===== config.mk =====
export PLATFORM = sky130hd
export DESIGN_NAME = tim_nhi_phan_flat
export DESIGN_NICKNAME = d
export VERILOG_FILES = /design/src/rtl/tim_nhi_phan_if.sv /design/src/rtl/tim_nhi_phan.sv /design/src/flat_wrapper.sv
export SDC_FILE = /design/constraint.sdc
export NUM_CORES = 1
export LEC_CHECK = 0
export CAP_MARGIN = 20
export CORE_UTILIZATION = 62
export CTS_BUF_LIST = sky130_fd_sc_hd__clkbuf_8
export CTS_CLUSTER_DIAMETER = 30
export CTS_CLUSTER_SIZE = 24
export DETAILED_ROUTE_END_ITERATION = 12
export PLACE_DENSITY = 0.88
export REMOVE_ABC_BUFFERS = 1
export SLEW_MARGIN = 20
export SYNTH_ARGS = -nofsm -noshare
export SYNTH_HDL_FRONTEND = slang
export SYNTH_SLANG_ARGS = --single-unit

===== constraint.sdc =====
create_clock -name clk -period 5.3 [get_ports clk]
set_clock_uncertainty 0.2 [all_clocks]
set_input_delay 1.06 -clock clk [delete_from_list [all_inputs] [get_ports clk]]
set_output_delay 1.06 -clock clk [all_outputs]
set_load 0.05 [all_outputs]

===== src/rtl/tim_nhi_phan_if.sv =====
// Handshake bundle between the binary-search controller and its comparator/host.
// master: host + comparator side; slave: the tim_nhi_phan controller.
`timescale 1ns/1ps
interface tim_nhi_phan_if #(
  parameter int unsigned W  = 4,
  parameter int unsigned CW = 3
);
  logic          start;
  logic          x_in;
  logic          y_in;
  logic          z_in;
  logic [W-1:0]  guess;
  logic          busy;
  logic          done;
  logic          found;
  logic [W-1:0]  result;
  logic [CW-1:0] steps;
  logic          err;

  modport master (
    output start, x_in, y_in, z_in,
    input  guess, busy, done, found, result, steps, err
  );

  modport slave (
    input  start, x_in, y_in, z_in,
    output guess, busy, done, found, result, steps, err
  );
endinterface


===== src/rtl/tim_nhi_phan.sv =====
// Successive-approximation search driving a magnitude comparator's `a` input.
// Optional flag-violation checking is enabled by defining TIM_NHI_PHAN_ERR_CHECK_EN.
`timescale 1ns/1ps
module tim_nhi_phan #(
  parameter int unsigned W  = 4,
  parameter int unsigned CW = 3
) (
  input logic           clk,
  input logic           rst,
  tim_nhi_phan_if.slave bus
);

  typedef enum logic [1:0] {StIdle, StProbe, StFinish} state_e;

  localparam logic [W-1:0] GuessInit = {1'b0, {(W-1){1'b1}}};

  state_e        state_q;
  logic [W-1:0]  lo_q, hi_q, guess_q, result_q;
  logic [CW-1:0] steps_q;
  logic          busy_q, done_q, found_q;

  logic [W-1:0]  lo_d, hi_d, guess_d;
  logic [CW-1:0] steps_inc;
  logic          stop, hit;

  assign steps_inc = (steps_q == '1) ? steps_q : steps_q + 1'b1;

`ifdef TIM_NHI_PHAN_ERR_CHECK_EN
  logic err_q;
  logic fault;
  assign fault   = !$onehot({bus.x_in, bus.y_in, bus.z_in});
  assign bus.err = err_q;
`else
  assign bus.err = 1'b0;
`endif

  // One probe step: midpoint sums are formed at W+1 bits so lo+hi never wraps.
  always_comb begin
    lo_d    = lo_q;
    hi_d    = hi_q;
    guess_d = guess_q;
    stop    = 1'b0;
    hit     = 1'b0;
    if (bus.z_in) begin
      stop = 1'b1;
      hit  = 1'b1;
    end else if (bus.x_in) begin
      if (guess_q == '0) begin
        stop = 1'b1;
      end else begin
        hi_d = guess_q - 1'b1;
        if (lo_q > hi_d) stop = 1'b1;
        else guess_d = W'(({1'b0, lo_q} + {1'b0, hi_d}) >> 1);
      end
    end else if (bus.y_in) begin
      if (guess_q == '1) begin
        stop = 1'b1;
      end else begin
        lo_d = guess_q + 1'b1;
        if (lo_d > hi_q) stop = 1'b1;
        else guess_d = W'(({1'b0, lo_d} + {1'b0, hi_q}) >> 1);
      end
    end else if (steps_inc == '1) begin
      stop = 1'b1;
    end
`ifdef TIM_NHI_PHAN_ERR_CHECK_EN
    if (fault) begin
      lo_d    = lo_q;
      hi_d    = hi_q;
      guess_d = guess_q;
      stop    = 1'b1;
      hit     = 1'b0;
    end
`endif
  end

  always_ff @(posedge clk or posedge rst) begin
    if (rst) begin
      state_q  <= StIdle;
      lo_q     <= '0;
      hi_q     <= '1;
      guess_q  <= '0;
      busy_q   <= 1'b0;
      done_q   <= 1'b0;
      found_q  <= 1'b0;
      result_q <= '0;
      steps_q  <= '0;
`ifdef TIM_NHI_PHAN_ERR_CHECK_EN
      err_q    <= 1'b0;
`endif
    end else begin
      case (state_q)
        StIdle: begin
          done_q <= 1'b0;
          if (bus.start) begin
            lo_q     <= '0;
            hi_q     <= '1;
            guess_q  <= GuessInit;
            steps_q  <= '0;
            found_q  <= 1'b0;
            result_q <= '0;
            busy_q   <= 1'b1;
            state_q  <= StProbe;
`ifdef TIM_NHI_PHAN_ERR_CHECK_EN
            err_q    <= 1'b0;
`endif
          end
        end
        StProbe: begin
          steps_q <= steps_inc;
          lo_q    <= lo_d;
          hi_q    <= hi_d;
          guess_q <= guess_d;
          if (stop) begin
            busy_q  <= 1'b0;
            done_q  <= 1'b1;
            found_q <= hit;
            if (hit) result_q <= guess_q;
            state_q <= StFinish;
`ifdef TIM_NHI_PHAN_ERR_CHECK_EN
            err_q   <= fault;
`endif
          end
        end
        StFinish: begin
          done_q  <= 1'b0;
          state_q <= StIdle;
        end
        default: state_q <= StIdle;
      endcase
    end
  end

  assign bus.guess  = guess_q;
  assign bus.busy   = busy_q;
  assign bus.done   = done_q;
  assign bus.found  = found_q;
  assign bus.result = result_q;
  assign bus.steps  = steps_q;

endmodule


===== src/flat_wrapper.sv =====
// flat-port wrapper written by rule: the top's interface ports become plain ports
module tim_nhi_phan_flat 
#(
  parameter int unsigned W  = 4,
  parameter int unsigned CW = 3
)
  (clk, rst, bus_start, bus_x_in, bus_y_in, bus_z_in, bus_guess, bus_busy, bus_done, bus_found, bus_result, bus_steps, bus_err);
  tim_nhi_phan_if #(.W(W), .CW(CW)) bus_i ();
  input logic clk;
  input logic rst;
  input wire logic [$bits(bus_i.start)-1:0] bus_start;
  input wire logic [$bits(bus_i.x_in)-1:0] bus_x_in;
  input wire logic [$bits(bus_i.y_in)-1:0] bus_y_in;
  input wire logic [$bits(bus_i.z_in)-1:0] bus_z_in;
  output wire logic [$bits(bus_i.guess)-1:0] bus_guess;
  output wire logic [$bits(bus_i.busy)-1:0] bus_busy;
  output wire logic [$bits(bus_i.done)-1:0] bus_done;
  output wire logic [$bits(bus_i.found)-1:0] bus_found;
  output wire logic [$bits(bus_i.result)-1:0] bus_result;
  output wire logic [$bits(bus_i.steps)-1:0] bus_steps;
  output wire logic [$bits(bus_i.err)-1:0] bus_err;
  assign bus_i.start = bus_start;
  assign bus_i.x_in = bus_x_in;
  assign bus_i.y_in = bus_y_in;
  assign bus_i.z_in = bus_z_in;
  assign bus_guess = bus_i.guess;
  assign bus_busy = bus_i.busy;
  assign bus_done = bus_i.done;
  assign bus_found = bus_i.found;
  assign bus_result = bus_i.result;
  assign bus_steps = bus_i.steps;
  assign bus_err = bus_i.err;
  tim_nhi_phan #(.W(W), .CW(CW)) u_core (.clk(clk), .rst(rst), .bus(bus_i));
endmodule

-- Yosys cells after proc, flatten, opt, wreduce, memory -nomap -nowiden
Index checks and enable logic that the tools add are counted.
- register bits after elaboration: 24
- input port bits: 6
- output and inout port bits: 15
- add/subtract/negate cells: 5
- order comparisons: 2
- eq/ne operators: 19
- muxes and demuxes: 46
- reductions and logical operators: 13
- operator list (cell ; number):
    two-way mux 4 bit ; 19
    case mux 4 bit (2 select lines) ; 4
    inequality test 3 bit (second input constant) ; 5
    two-way mux 1 bit ; 14
    inequality test 2 bit (second input constant) ; 7
    adder 4 x 4 -> 5 bit ; 2
    > comparator 4 bit ; 2
    AND reduction 8 bit ; 1
    == test 3 bit (second input constant) ; 2
    two-way mux 3 bit ; 2
    case mux 1 bit (2 select lines) ; 3
    case mux 3 bit (2 select lines) ; 1
    AND reduction 2 bit ; 3
    AND reduction 6 bit ; 1
    AND reduction 5 bit ; 1
    adder 4 x 1 -> 4 bit (second input constant) ; 1
    == test 4 bit (second input constant) ; 1
    zero test 4 bit ; 1
    two-way mux 2 bit ; 2
    inequality test 2 x 1 -> 1 bit (second input constant) ; 2
    case mux 2 bit (2 select lines) ; 1
    AND reduction 4 bit ; 1
    nonzero test 2 bit ; 2
    subtractor 4 x 1 -> 4 bit (second input constant) ; 1
    6 further kinds ; 6

-- Depth between registers and ports, before layout
- word-level depth: 9
- mapped depth: 11
- mapped depth without buffers: 11

-- Worst setup path before layout
No wires, ideal clock.
- kind: reg2reg
- from: register u_core.guess_q[0], in the netlist u_core.bus.guess[0]
- to: register u_core.done_q, in the netlist u_core.bus.done
- arrival: 2931 ps
- required time: 4979 ps
- path slack: 2048 ps
- cell stages (with the launch flop): 12
- period minus slack after synthesis: 3252 ps
- cells stage by stage: dfrtp_1 -> inv_1 -> ha_1 -> xnor2_1 -> inv_1 -> ha_1 -> nor4b_1 -> nand2_1 -> nand2_1 -> a31oi_4 -> or3_4 -> a22o_1
- longest elaborated chain between the ends: 9
- elaborated cells on any way between the ends: 15
- those cells by class: 2 x add/sub; 2 x order compare; 2 x eq/ne; 7 x mux; 2 x reduce/logical
- RTL lines (what ; line ; source):
    start: declaration ; tim_nhi_phan.sv:18 ; logic [W-1:0] lo_q, hi_q, guess_q, result_q;
    start signal: assignment ; tim_nhi_phan.sv:98 ; guess_q <= GuessInit;
    start signal: assignment ; tim_nhi_phan.sv:113 ; guess_q <= guess_d;
    adder 4 x 1 -> 4 bit ; tim_nhi_phan.sv:59 ; lo_d = guess_q + 1'b1;
    > comparator 4 bit ; tim_nhi_phan.sv:60 ; if (lo_d > hi_q) stop = 1'b1;
    two-way mux 1 bit ; tim_nhi_phan.sv:60 ;
    two-way mux 1 bit ; tim_nhi_phan.sv:56 ; if (guess_q == '1) begin
    two-way mux 1 bit ; tim_nhi_phan.sv:55 ; end else if (bus.y_in) begin
    two-way mux 1 bit (*) ; tim_nhi_phan.sv:47 ; end else if (bus.x_in) begin
    two-way mux 1 bit (*) ; tim_nhi_phan.sv:44 ; if (bus.z_in) begin
    inequality test 2 x 1 -> 1 bit (no source line) (*) ; -- ;
    AND reduction 2 bit (no source line) (*) ; -- ;
    end signal: assignment ; tim_nhi_phan.sv:84 ; done_q <= 1'b0;
    end signal: assignment ; tim_nhi_phan.sv:94 ; done_q <= 1'b0;
    end signal: assignment ; tim_nhi_phan.sv:116 ; done_q <= 1'b1;
    end: declaration ; tim_nhi_phan.sv:20 ; logic busy_q, done_q, found_q;
Every way passes the cells marked *; elsewhere a longest branch is shown, timed or not.
A chain may end at the register's enable or synchronous reset.

-- Final worst setup path
Same ends and word-level chain as after synthesis.

==> metrics.md <==
| Metric | Value |
|---|---|
| Setup TNS | `0 ns` |
| Area leader, netlist | `dfrtp_1` |
| Share of layout cells above drive strength 1 | `9.18%` |
| CP endpoint kind | `register` |
| Seq/Total Area, Yosys | `35.6%` |
| Final setup violation count | `0` |
| N_diodes | `0` |
| Routed wl met2 | `1.89 mm` |
| Dominant synthesized flop cell | `dfrtp_1` |
| CP max stage delay | `0.56 ns` |
| Via count | `1442` |
| Iter 0 DRT Violations | `85` |
| Reg2Reg Setup Slack | `1.87 ns` |
| Port Buffer Count | `19` |
| Power per cell area | `701 nW/um2` |
| Sink Count | `24` |
| Post-CTS sizing | `0` |
| Element type at the critical path start | `register` |
| Wirelength, routed | `3.95 mm` |
| H-tree depth | `1` |
| Slowest CP cell | `dfrtp_1` |
| M1 WL | `1.71 mm` |
| R2R depth | `11` |
| Distinct cell type count after synthesis | `45` |
| CP Data Required Time | `5.25 ns` |
| Die height | `54.4 um` |
| Crit Path Category | `reg2reg` |
| Avg WL per Cell | `17.5 um` |
| Yosys reg bits | `24` |
| Post-Synth Simple-Gate Area | `13.7%` |
| # rows | `18` |
| Largest family of logic cells by synthesized area | `compound AO/OA/AOI/OAI gates` |
| Synth Area in Compound Gates | `22.2%` |
| Crit share post-route | `64.8%` |
| Initial Utilization | `67.4%` |
| Outcome | `complete, no violations` |
| Layout overhead on the synthesized area | `14.9%` |
| Tot GR Track Use | `30.1%` |
| Root Buffer | `clkbuf_8` |
| Max frequency | `291 MHz` |
| Leakage Power | `0.000937 uW` |
| Clk pin slew, worst setup/hold paths | `0.09 ns` |
| CTS Hold Bufs | `0` |
| Synthesis Warnings | `0` |
| Slew Limit Fails | `0` |
| Hold Path Cell Cnt | `1` |
| Fin. Hold Viols | `0` |
| Cells after Synth | `178` |
| Initial antenna violation count | `0` |
| Maximum fanout along the worst path | `9` |
| Worst-path cell chain | `inv_1 -> ha_1 -> xnor2_1 -> inv_1 -> ha_1 -> nor4b_1 -> nand2_1 -> nand2_1 -> a31oi_4 -> or3_4 -> a22o_1` |
| CTS Buf Count | `3` |
| Syn Area/Cell | `9.55 um2` |
| RSZ-0062 raised after global routing | `false` |
| Worst EP arrival | `3.39 ns` |
| First-pass GRT wire length | `6.08 mm` |
| Critical path's top delay family | `simple AND/OR/NAND/NOR gates` |
| Metal3 WL | `240 um` |
| Top cell type's share of synthesized area | `29.5%` |
| RePlAce Congestion | `0.964` |
| Buf/Inv on CP | `2` |
| DR top layer | `met4` |
| Die width | `54.4 um` |
| Synth area leaders | `dfrtp_1, ha_1, dfstp_2, inv_1, a22o_1` |
| HPWL Detailed | `2.82 mm` |
| Setup crit start | `u_core.bus.guess[0]` |
| Post-CTS Setup Bufs | `0` |
| List of most frequent post-synthesis cells | `dfrtp_1, inv_1, ha_1` |
| Cell Area, Synth | `1700 um2` |
| Most frequent cell after synthesis | `dfrtp_1` |
| Layout Utilization | `77.4%` |
| Die area | `2950 um2` |
| Hold slack final | `0.331 ns` |
| Max rail drop VDD | `0.000531 V` |
| Number of global-route vias before repair | `1281` |
| Post-synthesis mux area share | `2.58%` |
| Skew-Pair Late Insertion Delay | `0.27 ns` |
| Hold_sp | `u_core.bus.done` |
| ANT nets after route | `0` |
| Via density | `6.38` |
| DRC | `0` |
| Class of the tightest hold or removal check | `reg2reg` |
| Worst-margin pin slew | `0.879 ns` |
| Final min period | `3.43 ns` |
| Critical path depth | `11` |
| Nets@finish | `223` |
| Pin count of the biggest net entering global routing | `25` |
| Longest Clk Path Bufs | `2` |
| First-pass iteration count of the detailed router | `4` |
| Core Area | `2520 um2` |
| Post-synth EDFFs | `0` |
| Relative slew slack | `41.3%` |
| Post-synth ARST share | `100%` |
| Grt total ovfl | `0` |
| Adder-cell share of the synthesized area | `15.6%` |
| Ports | `21` |
| XOR/XNOR Fraction of Synth Area | `4.12%` |
| CTS tree | `built` |
| Max cap viols | `0` |
| FF-to-FF Start | `u_core.bus.guess[0]` |
[where the power goes]
part / internal (uW) / total, uW / switching, uW
clock network: 66.3 / 125 / 58.3
logic: 351 / 890 / 539
registers: 256 / 353 / 96.3
[layout by cell type (no fill, tap or decap), types with 4 or more instances in the layout]
cell type,netlist,layout
dfrtp_1,20,20
inv_1,19,19
clkdlybuf4s50_1,0,19
ha_1,18,18
a21oi_1,12,12
nor2_1,12,12
nand2_1,12,12
o21ai_0,10,10
a22o_1,7,7
xnor2_1,7,7
nand3_1,5,5
nor2b_1,4,4
a21o_1,4,4
clkbuf_8,0,4
dfstp_2,4,4
[routing by layer]
layer  vias to the layer above  GRT usage (%)
li1                        659              -
met1                       707           39.5
met2                        61           48.8
met3                        15           5.00
met4                         0           12.8
met5                         -              0
[state kept, by name (all words and copies together), names as in the netlist]
signal and count:
u_core.bus.guess 4, u_core.bus.result 4, u_core.hi_q 4, u_core.lo_q 4, u_core.bus.steps 3, u_core.state_q 2, u_core.bus.busy 1, u_core.bus.done 1
u_core.bus.found 1
[layout make-up]
type,count,area (um2)
multi-input cells,130,992
flip-flops and latches,24,606
fillers,171,571
repair buffers,19,190
inverters,19,71.3
clock buffers,4,55.1
well taps,30,37.5
[final timing paths]
path / end
max: u_core.bus.done
min: u_core.bus.done
max reg2reg: u_core.bus.done
min reg2reg: u_core.bus.done
max in group asynchronous: u_core.lo_q[3]
min in group asynchronous: u_core.bus.guess[0]
[cell families after synthesis]
kind of cell	count (synthesis)
AND/OR/NAND/NOR	44
XOR/XNOR	8
flip-flops	24
other	1
buffers and inverters	24
AO/OA/AOI/OAI	53
adder cells (fa/ha/maj)	20
multiplexers	4
[per-stage QoR]
step	instances	total power (uW)	area [um2]	worst slack [ns]
global placement	222	1170	1900	2.07
CTS	226	1350	1950	1.93
finish	226	1370	1950	1.87
floorplan	173	978	1670	2.05
detailed placement	222	1210	1900	1.98
global route	226	1450	1950	1.73
No activity file was read; power rests on OpenSTA's default activity.
